==> src/rtl/pipeline_register.sv <==
// Single-stage valid/ready pipeline register; REG_READY=1 adds a skid entry so the
// ready path is registered as well as the forward path.
module pipeline_register #(
    parameter int unsigned DATA_WIDTH = 8,
    parameter int unsigned REG_READY  = 0
) (
    input  logic                  clk,
    input  logic                  rst_n,
    input  logic                  in_valid,
    output logic                  in_ready,
    input  logic [DATA_WIDTH-1:0] in_data,
    output logic                  out_valid,
    input  logic                  out_ready,
    output logic [DATA_WIDTH-1:0] out_data
);

    if (REG_READY == 0) begin : g_single
        logic                  valid_q;
        logic [DATA_WIDTH-1:0] data_q;
        logic                  in_xfer;

        // Accepting while the consumer drains the current word keeps full throughput.
        assign in_ready = !valid_q || out_ready;
        assign in_xfer  = in_valid && in_ready;

        always_ff @(posedge clk or negedge rst_n) begin
            if (!rst_n) begin
                valid_q <= 1'b0;
                data_q  <= '0;
            end else if (in_xfer) begin
                valid_q <= 1'b1;
                data_q  <= in_data;
            end else if (out_ready) begin
                valid_q <= 1'b0;
            end
        end

        assign out_valid = valid_q;
        assign out_data  = data_q;
    end else begin : g_skid
        typedef enum logic [1:0] {StEmpty, StOne, StTwo} state_e;

        state_e                state_q, state_d;
        logic [DATA_WIDTH-1:0] main_q, main_d;
        logic [DATA_WIDTH-1:0] skid_q, skid_d;
        logic                  in_ready_q;
        logic                  out_valid_q;
        logic                  in_xfer;
        logic                  out_xfer;

        assign in_xfer  = in_valid && in_ready_q;
        assign out_xfer = out_valid_q && out_ready;

        always_comb begin
            state_d = state_q;
            main_d  = main_q;
            skid_d  = skid_q;
            case (state_q)
                StEmpty: begin
                    if (in_xfer) begin
                        state_d = StOne;
                        main_d  = in_data;
                    end
                end
                StOne: begin
                    if (in_xfer && out_xfer) begin
                        main_d = in_data;
                    end else if (in_xfer) begin
                        // Consumer stalled after we promised ready: park the word.
                        state_d = StTwo;
                        skid_d  = in_data;
                    end else if (out_xfer) begin
                        state_d = StEmpty;
                    end
                end
                StTwo: begin
                    if (out_xfer) begin
                        state_d = StOne;
                        main_d  = skid_q;
                    end
                end
                default: state_d = StEmpty;
            endcase
        end

        always_ff @(posedge clk or negedge rst_n) begin
            if (!rst_n) begin
                state_q     <= StEmpty;
                main_q      <= '0;
                skid_q      <= '0;
                in_ready_q  <= 1'b1;
                out_valid_q <= 1'b0;
            end else begin
                state_q     <= state_d;
                main_q      <= main_d;
                skid_q      <= skid_d;
                in_ready_q  <= (state_d != StTwo);
                out_valid_q <= (state_d != StEmpty);
            end
        end

        assign in_ready  = in_ready_q;
        assign out_valid = out_valid_q;
        assign out_data  = main_q;
    end

endmodule

==> config.mk <==
export PLATFORM = sky130hd
export DESIGN_NAME = pipeline_register
export DESIGN_NICKNAME = d
export VERILOG_FILES = /design/src/rtl/pipeline_register.sv
export SDC_FILE = /design/constraint.sdc
export NUM_CORES = 1
export LEC_CHECK = 0
export BUFFER_PORTS_ARGS = -buffer_cell sky130_fd_sc_hd__buf_4
export CORE_AREA = 2 2 39 41
export CTS_CLUSTER_DIAMETER = 100
export DETAILED_ROUTE_END_ITERATION = 8
export DIE_AREA = 0 0 41 43
export GPL_TIMING_DRIVEN = 0
export PLACE_DENSITY = 0.58
export SLEW_MARGIN = 20
export SYNTH_ARGS = -nofsm -noshare
export SYNTH_HDL_FRONTEND = slang
export SYNTH_SLANG_ARGS = --single-unit
export TNS_END_PERCENT = 5
==> constraint.sdc <==
create_clock -name clk -period 1.18 [get_ports clk]
set_clock_uncertainty 0.1 [all_clocks]
set_input_delay 0.177 -clock clk [delete_from_list [all_inputs] [get_ports clk]]
set_output_delay 0.177 -clock clk [all_outputs]
set_load 0.1 [all_outputs]
* After elaboration in Yosys (flattened, before gate mapping)
Index checks and enable logic that the tools add are counted.
Word-level totals: word-level logic and storage cells 8, input port bits 12, flip-flop bits (word level) 9
Operators by class: mux-type cells 2, reductions and logical operators 4
Operators by type and width (count):
- $mux 1 | 2
- $reduce_bool 2->1 | 1
- $logic_and 1x1->1 | 1
- $logic_not 1->1 | 1
- $logic_or 1x1->1 | 1

* Logic depth before layout (Yosys ltp)
Gate-level depths: netlist of the first run.
word-level depth 4, mapped depth 3

* Worst setup path after synthesis of the first run
OpenSTA, ideal clock, no wires.
path kind register -> register, from reg g_single.valid_q, in the netlist out_valid, to reg g_single.data_q[0], in the netlist out_data[0], required time 0.955 ns, data arrival time 1.871 ns, path slack -0.916 ns, stages on the path, launching flop included 4, clock period less this slack 2.096 ns, library setup time 0.125 ns, path through dfrtp_1 > nand2b_4 > nand2_8 > mux2_4
On the way: longest elaborated chain between the ends 3
RTL lines:
- start, declared | line 18 | logic valid_q;
- start signal, assigned | line 28 | valid_q <= 1'b0;
- start signal, assigned | line 31 | valid_q <= 1'b1;
- start signal, assigned | line 34 | valid_q <= 1'b0;
- $logic_not 1->1 | line 23 | assign in_ready = !valid_q || out_ready;
- $logic_or 1x1->1 | line 23
- via in_ready | line 10 | output logic in_ready,
- $logic_and 1x1->1 | line 24 | assign in_xfer = in_valid && in_ready;
- end signal, assigned | line 32 | data_q <= in_data;
- end, declared | line 19 | logic [DATA_WIDTH-1:0] data_q;
The timed path passes the listed nets, and every way through them passes these cells. A chain may end at the register's enable or synchronous reset.

* Final worst setup path of the first run
from reg g_single.valid_q, in the netlist out_valid, to out in_ready
On the way: longest elaborated chain between the ends 2
RTL lines (line):
- $logic_not 1->1 | 23
- $logic_or 1x1->1 | 23
- end, declared | 10
Every way passes these cells.

==> results.md, run 1 <==
Outcome:
- The flow ran to the end, but the final reports show violations.
- The checks that failed: negative setup slack.

Worst setup path:
- The total buffers and inverters traversed by the critical path is 1.
- In this design, the largest share of critical-path delay is due to flip-flops.
- Along the worst path, the maximum fanout reaches 2.
- The worst setup path is launched from a flip-flop.
- The type of the worst setup path is reg2out.
- The setup check on the worst reg-to-reg path leaves a slack of -0.12 ns.
- The cell at the slowest stage of the critical path is dfrtp_4.
- Traced cell by cell, the critical path runs through nand2b_4 > buf_12.
- At the worst endpoint, the required time is 0.90 ns.
- The data arrival time of the worst path is 1.02 ns.
- The endpoint kind of the worst setup timing path is a primary output.
- The source of the critical timing path is out_valid.
- For this run, the slowest stage of the critical path takes 0.49 ns.
- In this run the critical register-to-register path is launched from out_valid.

Synthesis:
- The cell count after synthesis came out at 20.
- The synthesized netlist net count is 32.
- Sorting the synthesized cells by area gives the leading types as dfrtp_1 58%, mux2_4 31%, nand2_8 5.2%, nand2b_4 3.6%, nand2b_1 1.6%.
- The share of the synthesized area in the top cell type is 58.4%.
- The synthesized design contains 9 register bits.
- The Yosys warning count is 0.
- A synthesized cell averages around 19 um2.
- The most used flip-flop cell after synthesis is dfrtp_1.
- Sorting the synthesized cells by how often they occur yields 9 x dfrtp_1, 8 x mux2_4, 1 x nand2_8, 1 x nand2b_1, 1 x nand2b_4.
- Of the synthesized area, sequential elements account for 58.4%.
- The proportion of synthesized flip-flops having asynchronous set or reset is 100%.
- The largest total area in the synthesized netlist belongs to dfrtp_1.
- The mapped cell area is 385 um2.
- In this run, synthesis inferred 0 flip-flops with an integrated enable.
- After synthesis, the netlist uses 5 different library cells.
- By instance count, the leading cell after synthesis is dfrtp_1.

STA:
- The tightest hold path in the finished design has a slack of roughly 0.045 ns.
- The transition time at the pin with the least slew margin is roughly 0.28 ns.
- For the finished layout, the period the worst path requires is ~1.3 ns.
- Setup repair after global routing could not meet its margin everywhere.
- The hold violation total from the final report came to 0.
- The aggregate negative setup slack is -1.14 ns.
- Setup violations remaining at the end of the flow were counted as 10.
- The final-report max-slew violation count came to 0.
- Static timing analysis puts the maximum clock frequency at just under 800 MHz.
- The worst path uses 110% of the clock period.
- The slack of the critical path is -0.122 ns.
- The worst max-slew margin expressed relative to the limit is between 80% and 90%.

Global routing:
- The first global-routing pass estimated between 1 and 1.5 mm of wire.
- The number of antenna violations at the first check in global routing came to 0.
- The global-route congestion overflow total is 0.
- Global routing used between 10% and 20% of the available tracks.
- The via count of the first global-routing pass is 300.
- The maximum number of pins on one net before global-route repair is 10.

Floorplan:
- The die width is 41 um.
- After floorplanning, the core was divided into 14 placement rows.
- The overall die area is 1760 um2.
- The starting density of the core is roughly 28%.
- 22 I/O pins were placed.
- The core region is ~1400 um2.
- From bottom edge to top edge, the die measures 43 um.

Job:
- The max-cap check violation count is 0.

Power and ir drop:
- The fraction of power consumed by combinational cells is approximately 49%.
- Summed over all nets, the switching power comes to around 0.54 mW.
- The worst ir drop on vdd is 0.990 mV.
- The internal power component is just under 0.7 mW.
- The sequential power share is roughly a third.
- The share of total power in the clock network is approximately 20%.
- The analysis attributes to cell leakage a power of about 0.33 nW.
- The power density over the cells is approximately 1800 nW/um2.
- In this run switching power makes up ~45% of total power.

Routing:
- The aggregate routed wire length is roughly 840 um.
- Dividing the detail-routed wire length by the instance count gives around 13 um.
- The remaining design rule violation count is 0.
- The via density per instance is approximately 4.3.
- The number of detailed-route iterations in the first pass is 2.
- The starting DRC count in detailed routing is 3.
- The count of nets left with antenna violations after detail routing is 0.
- The routed via count is about 270.

Clocking:
- The clock drives 9 sinks.
- The insertion delay of the later-clocked pin in the worst-skew pair is about 0.26 ns.
- The clock-pin transition on the worst setup and hold timing paths is around 0.06 ns.
- CTS placed an instance of clkbuf_4 at the clock tree root.
- Buffers inserted during clock tree synthesis total 3.
- TritonCTS built the clock tree.
- CTS built an H-tree with a depth of 1.
- The longest clock path from root to sink contains 2 buffers.

Finish:
- Counting the fill cells in the layout gives roughly 130.
- The finished cells cover approximately 670 um2.
- The number of antenna repair diodes is 0.
- Compared with the post-synthesis result, the final layout area differs by 72.7%.
- The finished layout holds 63 standard cells, fillers aside.
- The layout cell share with drive strength beyond 1 is roughly 77%.
- The number of nets in the layout is 60.

Placement:
- The cell count after placement is between 50 and 60.
- At the end of routability-driven placement, the weighted congestion stood at a little under 0.6.
- Input and output buffers added on the ports amount to 21.
- The setup slack at placement is -0.0330 ns.
- The total cell area at the placement stage is between 500 and 600 um2.
- The HPWL after detailed placement is 635 um.

Hold path:
- The startpoint identified for the worst hold timing path is in_data[3].
- The worst min-delay path class is in2reg.
## cell families after synthesis
group / after synthesis / synth area share (%)
flops: 9 / 58.4
mux: 8 / 31.2
simple gates: 3 / 10.4
## state kept, by name (all words and copies together) (netlist names)
| signal | flops |
|---|---|
| out_data | 8 |
| out_valid | 1 |
## what timing repair did
| item | CTS | global route |
|---|---|---|
| hold buffers | 1 | 0 |
| gates resized for setup | 10 | 1 |
| pin swaps | 1 | 0 |
| buffers inserted | 1 | 0 |
| endpoints found under the hold margin | 9 | 0 |
| endpoints found under the setup margin | 17 | 11 |
## layout by cell type (no fill, tap or decap)
master / instances
nand2b_4: 1
dfrtp_1: 8
nand2_8: 1
buf_4: 12
mux2_4: 8
dlygate4sd3_1: 1
nand2b_1: 1
clkbuf_4: 3
buf_6: 8
clkbuf_1: 1
buf_12: 2
dfrtp_4: 1
## path summary, 6_finish.rpt
check	to	cells after the start
setup / recovery	in_ready	2
hold / removal	out_data[3]	2
setup reg to reg	out_data[0]	4
hold reg to reg	out_data[7]	1
max in group asynchronous	out_valid	2
min in group asynchronous	out_data[1]	2
## power groups by stage
| stage | Combinational, mW | Sequential (mW) | Clock [mW] |
|---|---|---|---|
| after detailed placement | 0.547 | 0.384 | 0 |
| final | 0.591 | 0.387 | 0.239 |
| after floorplan | 0.105 | 0.699 | 0 |
| after global routing | 0.607 | 0.392 | 0.260 |
| after CTS | 0.592 | 0.386 | 0.245 |
| after global placement | 0.542 | 0.382 | 0 |
## stage by stage
stage | utilization, % | power, mW
2_1_floorplan | - | 0.803
3_3_place_gp | 41.0 | 0.924
3_5_place_dp | 41.0 | 0.931
4_1_cts | 47.8 | 1.22
5_1_grt | 48.1 | 1.26
6_report | 48.1 | 1.22
## per-layer routing
| metal | global-route usage (%) | share of wire [%] |
|---|---|---|
| met5 | 0 | 0 |
| met4 | 4.00 | 0 |
| met3 | 6.81 | 9.9 |
| met2 | 17.8 | 55 |
| met1 | 13.1 | 35 |
## area by class of cell
type / instances / area, um2 / share of cell area (%)
multi-input cells: 11 / 160 / 24.1
flip-flops and latches: 9 / 229 / 34.4
repair buffers: 23 / 230 / 34.6
clock buffers: 4 / 26.3 / 3.95
well taps: 16 / 20.0 / 3.01
(Power assumes the default switching activity.)
==> run 2: changes to the inputs <==
--- a/config.mk
+++ b/config.mk
@@ -5,13 +5,14 @@
 export SDC_FILE = /design/constraint.sdc
 export NUM_CORES = 1
 export LEC_CHECK = 0
+export ABC_AREA = 1
 export BUFFER_PORTS_ARGS = -buffer_cell sky130_fd_sc_hd__buf_4
 export CORE_AREA = 2 2 39 41
 export CTS_CLUSTER_DIAMETER = 100
 export DETAILED_ROUTE_END_ITERATION = 8
 export DIE_AREA = 0 0 41 43
 export GPL_TIMING_DRIVEN = 0
-export PLACE_DENSITY = 0.58
+export PLACE_DENSITY = 0.56
 export SLEW_MARGIN = 20
 export SYNTH_ARGS = -nofsm -noshare
 export SYNTH_HDL_FRONTEND = slang
==> run 2 against run 1 <==
The run still ends with negative setup slack left. Routed wire length increased by 7.4%. Register-to-register slack improved by 0.10 ns. Clock-buffer cell count unchanged. Synthesized cell count increased by 95%. Utilization increased by 4.1 points. Critical path type unchanged. Die area unchanged. Critical path depth increased by 1. Non-clock buffer count increased by 3. Largest cell class unchanged. Global-route usage increased by 0.99 points. Final cell count increased by 32%. Critical endpoint unchanged. Clock power decreased by 2%.
==> results.md, run 2 <==
Outcome:
- The flow ran to the end, but the final reports show violations.
- The checks that failed: negative setup slack.

Finish:
- The top cell types in the final layout, fill and taps aside, are 17 x nand2_1, 13 x buf_4, 9 x buf_6.
- Cells with a size suffix above 1 make up around 70% of the layout.
- The number of antenna repair diodes is 0.
- For this run, the post-layout net count is 80.
- The post-route non-filler standard cell count is 83.
- The layout filler cell count is ~130.
- In the final layout, the multi-input gates occupy 161 um2.
- Once layout is done, the placed cells without fillers occupy roughly 720 um2.
- The register with the most flip-flops in the layout has 8 of them.
- The area overhead of the layout relative to synthesis is 96.3%.
- Leaving out fill and tap cells, the most frequent cell in the layout is nand2_1.
- Cells fill 52.2% of the core in the end.
- Registers take approximately 240 um2.

Global routing:
- The global routing usage on met3 is 3.14%.
- The first global-routing pass estimated about 1.5 mm of wire.
- Global routing used between 10% and 20% of the available tracks across all layers.
- The layer with the highest usage is met2.
- The via count of the first global-routing pass is roughly 330.
- For met2 alone, demand over resource in global routing was 17.5%.
- Global routing consumed, on the met1 layer, ~17% of the routing resources.
- Entering global routing, the biggest net connects 10 pins.
- The number of antenna violations at the first check in global routing is 0.
- The global-route congestion overflow total is 0.

Synthesis:
- For this run, the leading register cell type out of synthesis is dfrtp_1.
- During synthesis, Yosys emitted a total of 0 warnings.
- The synthesized netlist net count is between 50 and 60.
- By count the netlist is led by 17 x nand2_1, 9 x dfrtp_1, 8 x nand3_1, 2 x buf_6, 2 x nand2_2.
- The area share of and/or/nand/nor cells after synthesis is about a third.
- Summing the areas of all compound-gate instances in the mapped netlist gives 0% of the synthesized area.
- The synthesized design contains 0 enable-type register cells.
- In the synthesized netlist, mux cells make up 0% of the area.
- The main combinational cell family by area after synthesis is simple AND/OR/NAND/NOR gates.
- The synthesized netlist devotes 0% of its cell area to XOR and XNOR gates.
- The sequential share of the synthesized area is ~61%.
- After synthesis, the largest area contributor takes up about three fifths of total cell area.
- Dividing the synthesized area by the synthesized cell count gives 9.43 um2.
- The mapped cell area is between 300 and 400 um2.
- In the post-synthesis netlist, the biggest area contributors are dfrtp_1 61%, nand2_1 17%, nand3_1 11%, buf_6 6.1%, nand2_2 3.4%.
- The most repeated cell in the gate-level netlist after synthesis is nand2_1.
- The most area-hungry cell type in the Yosys netlist is dfrtp_1.
- The proportion of synthesized flip-flops having asynchronous set or reset is 100%.
- The post-synthesis adder-cell area fraction is 0%.
- Synthesis handed over a netlist of 39 instances.
- After synthesis the netlist holds a flip-flop and latch count of 9.
- The count of different cell masters after synthesis is 6.

Worst setup path:
- The startpoint of the worst-slack reg-to-reg timing path is out_valid.
- Data on the critical path is required at its endpoint by 0.90 ns.
- The type of the worst setup path is reg2out.
- At the worst endpoint, the arrival time is approximately 1.1 ns.
- The launching element type of the critical path is a flip-flop.
- In this run the worst path has a maximum fanout of 2.
- The most critical setup path has its startpoint at out_valid.
- The endpoint kind of the worst setup timing path is a primary output.
- The number of cells traversed by the worst register-to-register path is 6.

STA:
- The number of endpoints failing setup at the final stage is 11.
- The final-report max-slew violation count was 0.
- After layout, the worst setup slack is -0.186 ns.
- The worst max-slew margin expressed relative to the limit is between 80% and 90%.
- The final critical path time including I/O delays and setup is 1.37 ns.
- The transition time at the pin with the least slew margin is between 0.2 and 0.3 ns.
- In the final timing run, aggregate negative setup slack is -0.335 ns.
- Derived from the worst setup path, the maximum achievable clock frequency is about 730 MHz.
- The hold violation total from the final report was 0.
- After layout, the worst path uses 116% of the clock period.
- Setup repair after global routing could not meet its margin everywhere.

Floorplan:
- The die width is a little over 40 um.
- The floorplan step defined a die boundary enclosing around 1800 um2.
- 22 I/O pins were placed.
- Row generation in the floorplan step produced 14 rows.
- The die is about 43 um tall.
- The starting density of the core is a little over a quarter.
- The placeable core area is 1380 um2.

Routing:
- The starting DRC count in detailed routing is 5.
- The routed via count is ~360.
- In the routed design, unresolved DRC markers number 0.
- Dividing the detail-routed wire length by the instance count gives 10.8 um.
- The number of detailed-route iterations in the first pass is 2.
- Using the TritonRoute via totals, the vias-per-cell ratio works out to around 4.4.
- Summed over all layers, the routed wires come to about 900 um.
- The count of nets left with antenna violations once routing finished came out at 0.

Placement:
- The last weighted congestion value of the routability-driven placer is between 0.5 and 0.6.
- The placed instances occupy a cell area of between 600 and 700 um2.
- Buffers placed on the I/O ports in this run total 20.
- After detailed placement, the design holds a cell count of 75.
- The HPWL reported at the end of detailed placement is 629 um.

Clocking:
- No sink is reached through more buffers than the 2 on the longest clock path.
- CTS built an H-tree with a depth of 1.
- Clock latency on the worst-skew pair, taken at its later pin, is approximately 0.25 ns.
- TritonCTS built the clock tree.
- Counting every sink on the clock net gives 9.
- The clock-pin transition on the worst setup and hold timing paths is ~0.060 ns.
- Counting the buffers created by CTS gives 3.
- The clock root buffer is clkbuf_4.

Power and ir drop:
- For this design the ratio of total power to cell area is around 1700 nW/um2.
- The worst ir drop on vdd is between 0.6 and 0.7 mV.
- The total leakage power is 0.365 nW.

Hold path:
- The source of the worst hold timing path is in_data[7].
- The worst hold path was traced through 3 stages.
- The worst hold path belongs to the class in2reg.

Job:
- The max-cap check violation count is 0.
## run 2: cell types whose count changed after synthesis
cell,delta
buf_6,+2
inv_1,+1
mux2_4,-8
nand2_1,+17
nand2_2,+2
nand2_8,-1
nand2b_1,-1
nand2b_4,-1
nand3_1,+8
## run 2: kinds of logic after synthesis
family                 Yosys count
buffers and inverters            3
flip-flops                       9
AND/OR/NAND/NOR                 27
## run 2: layout make-up
cell class	count	share of cell area, %
Buffer	2	4.33
Sequential cell	9	33.1
Clock buffer	4	3.64
Tap cell	16	2.77
Inverter	1	0.520
Timing Repair Buffer	24	33.3
Multi-Input combinational cell	27	22.4
## run 2: timing repair
action,CTS,global route
buffers inserted,1,2
pin swaps,0,4
gates cloned,0,0
hold endpoints to repair,9,0
setup endpoints to repair,10,10
hold buffers,1,0
resized for setup,11,3
## run 2: path summary, 6_finish.rpt
check | to | slack [ns]
worst max-delay path | in_ready | -0.19
worst min-delay path | out_data[7] | 0.04
worst max register to register | out_data[2] | -0.02
worst min register to register | out_data[6] | 0.39
max in group asynchronous | out_valid | 0.65
min in group asynchronous | out_data[6] | 0.18
## run 2: routing by layer
layer	up-vias	routed length, um	part of all wire [%]
met1	168	392	44
met5	-	0	0
li1	181	-	-
met2	15	448	50
met3	0	58	6.5
met4	0	0	0
## run 2: stage by stage
stage / total power [mW] / worst slack, ns / hold WS (ns)
floorplan: 0.797 / -0.0471 / -0.219
global placement: 0.920 / -0.0684 / -0.0918
detailed placement: 0.923 / -0.0734 / -0.0903
CTS: 1.21 / -0.190 / 0.0330
global route: 1.27 / -0.214 / 0.0451
finish: 1.21 / -0.186 / 0.0362
## run 2: worst max-delay path: stages, from the launching register on
cell and delay, ns:
dfrtp_4 0.49, nand2_4 0.09, buf_12 0.10, buf_16 0.16
## run 2: power breakdown
| group | switching [mW] | internal [mW] | total (mW) | leakage (nW) |
|---|---|---|---|---|
| Combinational | 0.417 | 0.170 | 0.587 | 0.250 |
| Sequential | 0.0309 | 0.359 | 0.390 | 0.0995 |
| Clock | 0.105 | 0.130 | 0.235 | 0.0150 |
==> run 3: changes to the inputs <==
==> constraint.sdc (replaced) <==
create_clock -name clk -period 1.46 [get_ports clk]
set_clock_uncertainty 0.1 [all_clocks]
set_input_delay 0.219 -clock clk [delete_from_list [all_inputs] [get_ports clk]]
set_output_delay 0.219 -clock clk [all_outputs]
set_load 0.05 [all_outputs]
==> run 3 against run 2 <==
The flow now finishes without violations. Clock power decreased by 19%. Combinational power fell by 54%. First-iteration DRC count increased by 140%. Critical path type unchanged. Final cell count is 3.6% lower. Sequential share of layout area rose by 6.1 points. Routed wire length down 6.7%.
==> results.md, run 3 (same netlist as run 2, synthesis figures left out) <==
Global routing:
- The via count of the first global-routing pass came to roughly 330.
- The number of antenna violations at the first check in global routing is 0.
- The first global-routing pass estimated 1.36 mm of wire.
- For this run the aggregate overflow at the end of global routing stands at 0.
- The global-route usage over all layers is 12.1%.
- Entering global routing, the biggest net connects 11 pins.

Clocking:
- Clock tree synthesis found a total of 9 sinks.
- In this run the number of H-tree levels came out at 1.
- The CTS tree is yes.
- Post-CTS timing repair inserted 0 buffers for setup.
- The clock-pin transition on the worst setup and hold timing paths is 0.06 ns.
- The number of buffers created by CTS is 3.
- Counting along the longest clock path gives a buffer depth of 2.
- The clock root buffer is clkbuf_4.
- The insertion delay of the later-clocked pin in the worst-skew pair is around 0.26 ns.

Placement:
- In this run the tool buffered the top-level ports with 20 buffer cells.
- At the end of routability-driven placement, the weighted congestion stood at approximately 0.58.
- The HPWL reported at the end of detailed placement is 600 um.

Finish:
- The top cell types in the final layout, fill and taps aside, are 20 x buf_4, 17 x nand2_1, 9 x dfrtp_1.
- Compared with the post-synthesis result, the final layout area differs by 56.1%.
- The layout cell share with drive strength beyond 1 is 42.2%.
- Leaving out fill and tap cells, the most frequent cell in the layout is buf_4.
- The number of antenna diodes in the final layout is 0.
- The number of nets in the layout is 77.
- The register with the most flip-flops in the layout has 8 of them.

Power and ir drop:
- Summed over all cells, the static leakage comes to approximately 0.32 nW.
- Across the VDD grid, the largest voltage drop is ~0.42 mV.
- Overall power consumption after layout is estimated at 0.763 mW.
- For this design the ratio of total power to cell area is about 1300 nW/um2.

Routing:
- The routed via count is ~340.
- The average wire per cell in the routed design is around 10 um.
- The aggregate routed wire length is approximately 840 um.
- After detailed routing, the number of vias per cell comes to between 4 and 5.
- For this run, the detailed router's first-pass iteration total came to 3.
- The count of nets left with antenna violations once routing finished came out at 0.
- The first routing iteration left 12 violations.
- After detailed routing, the number of remaining DRC violations is 0.

Outcome:
- The run finished with clean final reports.

STA:
- Setup repair after global routing left no endpoint under its margin.
- In this run the tightest slew margin relative to its limit is 88.4%.
- The aggregate negative setup slack is 0 ns.
- The final-report max-slew violation count is 0.
- The routed design could run at a clock period as short as 1.40 ns.
- The portion of the clock cycle consumed by the worst path in the final layout is 95.9%.
- Setup violations remaining at the end of the flow were counted as 0.
- The achievable clock frequency is around 710 MHz.
- At the pin with the least slew margin, the transition time is 0.173 ns.
- The hold violation total from the final report is 0.

Hold path:
- The min-delay analysis places its worst path in the category in2reg.

Job:
- The max-cap check violation count is 0.

Worst setup path:
- The launching element type of the critical path is a flip-flop.
- The type of the worst setup path is reg2out.
- STA classifies the critical path endpoint as a primary output.
- The top fanout value on the critical path is 10.
- Data on the critical path is required at its endpoint by roughly 1.1 ns.
- For the worst setup path, the data arrival time is roughly 1.1 ns.

Floorplan:
- The count of pins on the block boundary is 22.
- The die is between 40 and 50 um wide.
- The floorplan step defined a die boundary enclosing 1760 um2.
- The starting density of the core is a little over a quarter.
- From bottom edge to top edge, the die measures between 40 and 50 um.
- The number of placement rows is 14.
- The core region is 1380 um2.
-- run 3: cell count changes in the layout (fill, tap and decap cells not counted), moves of 7 or more --
cell	delta
buf_4	+7
dfrtp_2	-8
nand3_1	+8
dfrtp_1	+9
nand3_2	-8
buf_6	-7
-- run 3: timing repair --
item | CTS | global route
gates resized for setup | 0 | 0
hold buffers | 1 | 0
hold endpoints to repair | 9 | 0
-- run 3: path summary, 6_finish.rpt --
| kind | from | to | slack (ns) | depth (start not counted) |
|---|---|---|---|---|
| min in group asynchronous | rst_n | out_data[4] | 0.23 | 2 |
| hold reg to reg | out_data[6] | out_data[6] | 0.37 | 2 |
| max in group asynchronous | rst_n | out_data[6] | 0.89 | 2 |
| setup / recovery | out_valid | in_ready | 0.06 | 3 |
| hold / removal | in_data[2] | out_data[2] | 0.09 | 3 |
| setup reg to reg | out_valid | out_data[1] | 0.51 | 4 |
-- run 3: critical path, cell delays in order, from the launching register on --
cell	delay, ns
dfrtp_1	0.39
nand2_2	0.09
buf_6	0.14
buf_4	0.20
-- run 3: cell type report --
class	instances	area, um2
repair buffers	21	160
clock buffers	4	26.3
fillers	148	810
inverters	1	3.75
flip-flops and latches	9	225
multi-input cells	27	116
well taps	16	20.0
plain buffers	2	22.5
-- run 3: report_power, final --
group,total [mW],internal [mW],switching [mW]
sequential,0.301,0.283,0.0177
combinational,0.272,0.0883,0.184
clock,0.190,0.105,0.0852
total,0.763,0.476,0.287
-- run 3: through the flow --
step	hold slack, ns	worst slack, ns	area (um2)	std cells	utilization [%]
final	0.0871	0.0600	574	80	41.5
after global routing	0.0940	0.0144	574	80	41.5
after CTS	0.0811	0.0552	574	80	41.5
after detailed placement	-0.0464	0.339	538	75	38.9
after global placement	-0.0486	0.345	538	75	38.9
after floorplan	-0.177	0.201	368	39	-
-- run 3: routing by layer --
metal / routed length, um / track usage, % / vias to the layer above
li1: - / - / 171
met4: 0 / 8.00 / 0
met2: 360 / 16.3 / 15
met1: 398 / 15.3 / 151
met5: 0 / 0 / -
met3: 80 / 4.71 / 0
